--- config.mk ---
export PLATFORM = sky130hd
export DESIGN_NAME = alu_op_sequencer
export DESIGN_NICKNAME = d
export VERILOG_FILES = /design/src/rtl/alu_op_sequencer.sv
export SDC_FILE = /design/constraint.sdc
export NUM_CORES = 1
export LEC_CHECK = 0
export ABC_AREA = 0
export BUFFER_PORTS_ARGS = -buffer_cell sky130_fd_sc_hd__buf_2
export CAP_MARGIN = 30
export CORE_ASPECT_RATIO = 1.2
export CORE_MARGIN = 1.5
export CORE_UTILIZATION = 40
export DETAILED_ROUTE_END_ITERATION = 10
export SYNTH_ARGS = -nofsm -noshare
export SYNTH_HDL_FRONTEND = slang
export SYNTH_SLANG_ARGS = --single-unit
--- constraint.sdc ---
create_clock -name clk -period 5.4 [get_ports clk]
set_input_delay 0.27 -clock clk [delete_from_list [all_inputs] [get_ports clk]]
set_output_delay 0.27 -clock clk [all_outputs]
set_load 0.005 [all_outputs]
--- src/rtl/alu_op_sequencer.sv ---
// Pushbutton + switch command front end for the a/b inc/dec ALU:
// sync, debounce, opcode screen, command FIFO with valid/ready output.
module alu_op_sequencer #(
  parameter int DEBOUNCE_CYCLES = 4,
  parameter int FIFO_DEPTH      = 4,
  parameter int OP_W            = 8
) (
  input  logic            clk,
  input  logic            rst,
  input  logic            btn,
  input  logic [OP_W-1:0] sw,
  input  logic            op_ready,
  output logic [OP_W-1:0] op,
  output logic            en,
  output logic            fifo_full,
  output logic            bad_op,
  output logic [7:0]      drop_cnt
);

  localparam int PW = (FIFO_DEPTH > 1) ? $clog2(FIFO_DEPTH) : 1;
  localparam int CW = $clog2(DEBOUNCE_CYCLES + 1);
  localparam logic [CW-1:0] DB_LAST = CW'(DEBOUNCE_CYCLES - 1);
  localparam logic [PW:0] DEPTH_C = (PW + 1)'(FIFO_DEPTH);

  logic            r_btn_m, r_btn_s;
  logic [OP_W-1:0] r_sw_m, r_sw_s;
  logic            r_btn_db, r_btn_db_q;
  logic [CW-1:0]   r_db_cnt;
  logic            r_cmd_vld;
  logic [OP_W-1:0] r_cmd_op;
  logic            r_bad_op;
  logic [OP_W-1:0] r_mem [FIFO_DEPTH];
  logic [PW-1:0]   r_wr_ptr, r_rd_ptr;
  logic [PW:0]     r_count;
  logic [7:0]      r_drop_cnt;

  logic w_press, w_legal, w_push, w_pop;
  logic w_accept, w_drop;

  always_ff @(posedge clk or posedge rst) begin
    if (rst) begin
      r_btn_m    <= 1'b0;
      r_btn_s    <= 1'b0;
      r_sw_m     <= '0;
      r_sw_s     <= '0;
      r_btn_db   <= 1'b0;
      r_btn_db_q <= 1'b0;
      r_db_cnt   <= '0;
    end else begin
      r_btn_m    <= btn;
      r_btn_s    <= r_btn_m;
      r_sw_m     <= sw;
      r_sw_s     <= r_sw_m;
      r_btn_db_q <= r_btn_db;
      // Count consecutive cycles the synced input disagrees with db
      if (r_btn_s != r_btn_db) begin
        if (r_db_cnt == DB_LAST) begin
          r_btn_db <= r_btn_s;
          r_db_cnt <= '0;
        end else begin
          r_db_cnt <= r_db_cnt + CW'(1);
        end
      end else begin
        r_db_cnt <= '0;
      end
    end
  end

  assign w_press = r_btn_db & ~r_btn_db_q;

  always_comb begin
    w_legal = 1'b0;
    case (r_sw_s)
      OP_W'(8'h71), OP_W'(8'h72),
      OP_W'(8'h76), OP_W'(8'h77),
      OP_W'(8'h79), OP_W'(8'h7A),
      OP_W'(8'h7E), OP_W'(8'h7F):
        w_legal = 1'b1;
      default: w_legal = 1'b0;
    endcase
  end

  always_ff @(posedge clk or posedge rst) begin
    if (rst) begin
      r_cmd_vld <= 1'b0;
      r_cmd_op  <= '0;
      r_bad_op  <= 1'b0;
    end else begin
      r_cmd_vld <= w_press & w_legal;
      r_cmd_op  <= r_sw_s;
      r_bad_op  <= w_press & ~w_legal;
    end
  end

  assign en        = (r_count != '0);
  assign fifo_full = (r_count == DEPTH_C);
  assign w_push    = r_cmd_vld;
  assign w_pop     = en & op_ready;
  // A pop in the same cycle frees the slot for a push into a full queue
  assign w_accept  = w_push & (~fifo_full | w_pop);
  assign w_drop    = w_push & fifo_full & ~w_pop;

  always_ff @(posedge clk) begin
    if (w_accept) r_mem[r_wr_ptr] <= r_cmd_op;
  end

  always_ff @(posedge clk or posedge rst) begin
    if (rst) begin
      r_wr_ptr   <= '0;
      r_rd_ptr   <= '0;
      r_count    <= '0;
      r_drop_cnt <= '0;
    end else begin
      if (w_accept) r_wr_ptr <= r_wr_ptr + PW'(1);
      if (w_pop) r_rd_ptr <= r_rd_ptr + PW'(1);
      case ({w_accept, w_pop})
        2'b10:   r_count <= r_count + (PW + 1)'(1);
        2'b01:   r_count <= r_count - (PW + 1)'(1);
        default: r_count <= r_count;
      endcase
      if (w_drop && r_drop_cnt != 8'hFF)
        r_drop_cnt <= r_drop_cnt + 8'd1;
    end
  end

  assign op       = en ? r_mem[r_rd_ptr] : '0;
  assign bad_op   = r_bad_op;
  assign drop_cnt = r_drop_cnt;

endmodule

# Yosys cells after proc, flatten, opt, wreduce, memory -nomap -nowiden

Memories as Yosys holds them, arrays and structs flattened.
Cells that the tools add are included.

RAM bits: 32
Word-level logic and storage cells: 59
Bits in registers: 48
Output and inout bits: 19
Memories kept: 1
Bits of input ports: 12

Memories:

| name  | words | width | read ports | clocked after Yosys merged registers in | write ports | line | RTL |
|---|---|---|---|---|---|---|---|
| r_mem | 4     | 8     | 1          | 0                                       | 1           | 32   | `logic [OP_W-1:0] r_mem [FIFO_DEPTH];` |

Muxes and demuxes: 7
Bitwise operators: 12
Eq/ne operators: 14
Reductions and logical operators: 5
Add/subtract/negate cells: 6

Operators with widths:

| cell                                                                  | count |
|---|---|
| 8-bit by 7-bit equality test with 1-bit output, second input constant | 8 |
| 8-bit by 1-bit adder with 8-bit output, second input constant         | 1 |
| 8-bit two-way mux                                                     | 1 |
| 8-bit inequality test, second input constant                          | 1 |
| 8-bit OR reduction                                                    | 1 |
| 1-bit AND                                                             | 7 |
| 3-bit by 1-bit adder with 3-bit output, second input constant         | 2 |
| 3-bit two-way mux                                                     | 2 |
| 3-bit one-hot mux with 2 select lines                                 | 1 |
| 2-bit by 1-bit adder with 2-bit output, second input constant         | 2 |
| 1-bit NOT                                                             | 4 |
| 3-bit by 2-bit equality test with 1-bit output, second input constant | 1 |
| 3-bit equality test, second input constant                            | 1 |
| 1-bit two-way mux                                                     | 3 |
| 3-bit nonzero test                                                    | 1 |
| 3-bit by 1-bit subtractor with 3-bit output, second input constant    | 1 |
| 2-bit by 1-bit equality test with 1-bit output, second input constant | 1 |
| 2-bit equality test, second input constant                            | 1 |
| 2-bit AND reduction                                                   | 1 |
| 2-bit nonzero test                                                    | 1 |
| 1-bit logical AND                                                     | 1 |
| 1-bit inequality test                                                 | 1 |
| 1-bit OR                                                              | 1 |

# Logic depth before layout (Yosys ltp)

Word-level depth: 6
Mapped depth: 8
Gate-level depth less buffers: 6

# Least setup slack after synthesis

OpenSTA, ideal clock, no wires.

Path type: register to register
Start point: register r_count[0]
End point: register r_count[1]
Cell stages (with the launch flop): 9
Setup time: 0.077 ns
Path buffers: 2
Required time: 5.323 ns
Setup slack: 3.350 ns
Clock period less this slack: 2.050 ns
Arrival time: 1.972 ns
Cells stage by stage: dfrtp_1 > buf_6 > or3_1 > clkbuf_1 > nand2_1 > fa_1 > o21ba_2 > o211ai_1 > a21oi_1

Cells in the longest elaborated chain, start to end: 6
Elaborated cells on any way between the ends: 12
Those cells by class: add/sub: 2; eq/ne: 3; mux: 1; bitwise: 4; reduce/logical: 2

RTL lines:

| what                                                                                  | line | RTL |
|---|---|---|
| start, declared                                                                       | 34   | `logic [PW:0] r_count;` |
| start signal, assigned                                                                | 117  | `2'b10: r_count <= r_count + (PW + 1)'(1);` |
| start signal, assigned                                                                | 118  | `2'b01: r_count <= r_count - (PW + 1)'(1);` |
| start signal, assigned                                                                | 119  | `default: r_count <= r_count;` |
| 3-bit nonzero test *                                                                  | 95   | `assign en = (r_count != '0);` |
| via en                                                                                | 14   | `output logic en,` |
| 1-bit AND *                                                                           | 98   | `assign w_pop = en & op_ready;` |
| 1-bit OR                                                                              | 100  | `assign w_accept = w_push & (~fifo_full \| w_pop);` |
| 1-bit AND                                                                             | 100  |  |
| 2-bit by 1-bit equality test with 1-bit output or 2-bit equality test (tied branches) | 116  | `case ({w_accept, w_pop})` |
| 3-bit one-hot mux with 2 select lines or 2-bit nonzero test (tied branches)           | n/a  |  |

Mark *: on every way through the listed nets, which the timed path passes. The rest lies on a longest branch.
A chain may end at the register's enable or synchronous reset.

# Worst setup path in the final report

Start point: register r_rd_ptr[0]
End point: output port op[1]

Cells in the longest elaborated chain, start to end: 2

RTL lines:

| what                   | line | RTL |
|---|---|---|
| start, declared        | 33   | `logic [PW-1:0] r_wr_ptr, r_rd_ptr;` |
| start signal, assigned | 115  | `if (w_pop) r_rd_ptr <= r_rd_ptr + PW'(1);` |
| memory 4 x 8 bit       | n/a  |  |
| 8-bit two-way mux      | 126  | `assign op = en ? r_mem[r_rd_ptr] : '0;` |
| end, declared          | 13   | `output logic [OP_W-1:0] op,` |

No other way between the ends.

==> impl_results.md <==
* Outcome: finished clean
* Synth top area share at 38.55%
* Hpwl dp at 2.933 mm
* EDFF count, synth at 32
* PwrDens at 417.7 nW/um2
* Area of the multi-input gates at 869.6 um2
* Setup TNS at 0 ns
* Startpoint types: flip-flop
* Commonest non-fill, non-tap cell in the layout: dfrtp_1
* GRT overflow at 0
* Max VDD drop at 0.1985 mV
* Type of the worst setup path: flip-flop to output pin
* CTS tree: yes
* Via Count at 1,646
* # fillers at 683
* Async SR Flop Fraction at 60.00%
* Clk buf depth at 2
* Largest delay share family, worst path: flip-flops
* WL final at 4.453 mm
* Logic pwr share at 20.2%
* Most frequent cells in the layout: dfrtp_1, edfxtp_1, buf_2
* Slew @ Worst Pin at 0.6323 ns
* Top_reg_cell synth: dfrtp_1
* Skew final at 0.01101 ns
* Clk pwr share at 29.9%
* Antenna violations before repair at 0
* Register area share after synthesis at 69.40%
* Post-route ant nets at 0
* CP arrival at 1.94 ns
* Routed len/inst at 13.21 um
* CP Buf/Inv Count at 1
* Sequential group share of total power at 49.9%
* Worst path max stage delay at 0.72 ns
* H-tree Lvls at 3
* Vias/cell at 4.884
* Ant diodes at 0
* Max-Cap Viols at 0
* Initial cell density of the core at 40.89%
* Die width at 83.57 um
* Ys Warns at 0
* Syn_area_per_cell at 15.73 um2
* Number of buffers created by CTS at 9
* Core area at 7620 um2
* Peak Freq at 452.3 MHz
* LEAKAGE at 0.001504 uW
* Max-slew headroom at 57.31%
* Root Buffer: clkbuf_8
* Final hold vios at 0
* Total track usage at 11.98%
* Yosys top cell by area: dfrtp_1
* Switching Fraction at 28.22%
* Mapped Area at 3115 um2
* Final setup vio count at 0
* Total Die Area at 8329 um2
* Clk_lat worst skew at 0.36 ns
* Worst Path Max Fanout at 10
* Min-delay worst type: input pin to flip-flop
* IO Port Bufs at 30
* Yosys cell types at 40
* Worst path cell trace: mux4_2, and2_1, buf_2
* Switching pwr at 429.3 uW
* Layout cells sized above 1 at 26.94%
* Area growth syn-to-layout at 16.91%
* Syn nets at 217
* CP max-delay cell: dfrtp_1
* Clock slew at reported path FFs at 0.08 ns
* Pin count of the biggest net entering global routing at 28
* Register area at 2162 um2
* Final worst path period need at 2.211 ns
* WHS at 0.02263 ns
* Slew Limit Fails at 0
* First-pass GRT wire length at 7.417 mm
* Post-synthesis register bit count at 80
* Setup crit end kind: output pin
* Mapped Cells at 198
* DRC Markers at 0
* Req. time, crit path at 5.13 ns
* Core Util, Final at 47.80%
* Dominant cells by area after synthesis: dfrtp_1, edfxtp_1, mux4_2
* Period utilization at 40.94%
* Die Ht at 99.68 um
* # IOs at 31
* Sink Count at 80
* Rows at 35
* RSZ-0062 raised after global routing: no
* Number of global-route vias before repair at 1,598
* Layout Nets at 259
* R2R Setup Slk at 3.27 ns
* Pre-antenna DRT Iters at 4
* Gpl congestion at 0.7769
* Internal power of the cells at 1092 uW
* Post-CTS sizing at 0
* DRT iter0 DRCs at 67
[stage by stage]
stage	total power [uW]	instance area (um2)	setup WS, ns	instances
4_1_cts	1541	3582	3.137	331
3_3_place_gp	1076	3334	3.300	312
2_1_floorplan	996.4	3115	3.350	198
5_1_grt	1619	3642	3.028	337
3_5_place_dp	1084	3354	3.254	313
6_report	1522	3642	3.189	337
[power by group through the flow]
stage | Combinational [uW] | Clock [uW] | Sequential (uW)
global placement | 304 | 0 | 772
floorplan | 271 | 0 | 725
CTS | 311 | 468 | 762
global route | 347 | 499 | 773
finish | 307 | 456 | 759
detailed placement | 309 | 0 | 775
[worst register-to-register path: cells and delay by family (launching register included)]
kind,cells,cell delay (ns)
flops,1,0.47
compound gates,3,0.48
simple gates,2,0.70
fa+ha+maj,1,0.42
[Yosys cell counts, types with 2 or more instances]
| library cell | n |
|---|---|
| a31oi_1 | 2 |
| buf_6 | 2 |
| nand3_1 | 7 |
| clkbuf_1 | 5 |
| nor2b_1 | 4 |
| nand2b_1 | 4 |
| and3_1 | 4 |
| and2_1 | 9 |
| edfxtp_1 | 32 |
| and4b_1 | 2 |
| xnor2_1 | 7 |
| nand2_1 | 8 |
| o21ai_0 | 5 |
| nor3_1 | 5 |
| a21oi_1 | 3 |
| mux2_2 | 6 |
| mux4_2 | 8 |
| inv_1 | 10 |
| dfrtp_1 | 48 |
| ha_1 | 6 |
| nor3b_1 | 2 |
[final timing paths]
path	from	cells after the start	endpoint
worst max-delay path	r_rd_ptr[0]	3	op[1]
worst min-delay path	sw[2]	1	r_sw_m[2]
worst max register to register	r_count[0]	6	r_count[1]
worst min register to register	r_sw_m[5]	0	r_sw_s[5]
max in group asynchronous	rst	4	r_rd_ptr[0]
min in group asynchronous	rst	3	r_db_cnt[0]
[logic make-up after synthesis]
group | count (synthesis) | share of synthesized area (%)
mux | 15 | 8.313
buf+inv | 18 | 2.691
compound gates | 16 | 3.454
simple gates | 54 | 10.84
fa+ha+maj | 7 | 3.052
flops | 80 | 69.40
xor+xnor | 8 | 2.249
[flip-flops by register name (all words and copies together) (netlist names), 2 cells and up]
signal and count:
drop_cnt 8, r_rd_ptr 2, r_sw_s 8, r_count 3, r_wr_ptr 2, r_cmd_op 8, r_db_cnt 3, r_sw_m 8
r_mem 32
[final cells by class]
| class | count | area share, % |
|---|---|---|
| clock buffer | 9 | 3.401 |
| multi-input combinational | 100 | 23.87 |
| clock inverter | 7 | 2.302 |
| tap | 92 | 3.160 |
| timing repair buffer | 39 | 6.870 |
| inverter | 10 | 1.031 |
| sequential | 80 | 59.36 |
[what timing repair did]
| action | 4_1_cts | 5_1_grt |
|---|---|---|
| endpoints found under the hold margin | 22 | 6 |
| hold buffers | 2 | 6 |
| buffers inserted | 0 | 0 |
[metal layers]
metal	track usage [%]	part of all wire, %
met5	0	0
met4	8.701	2.9
met3	3.071	3.1
met2	18.80	48
met1	14.41	46
Note: power is estimated with default switching activity, not from simulation.
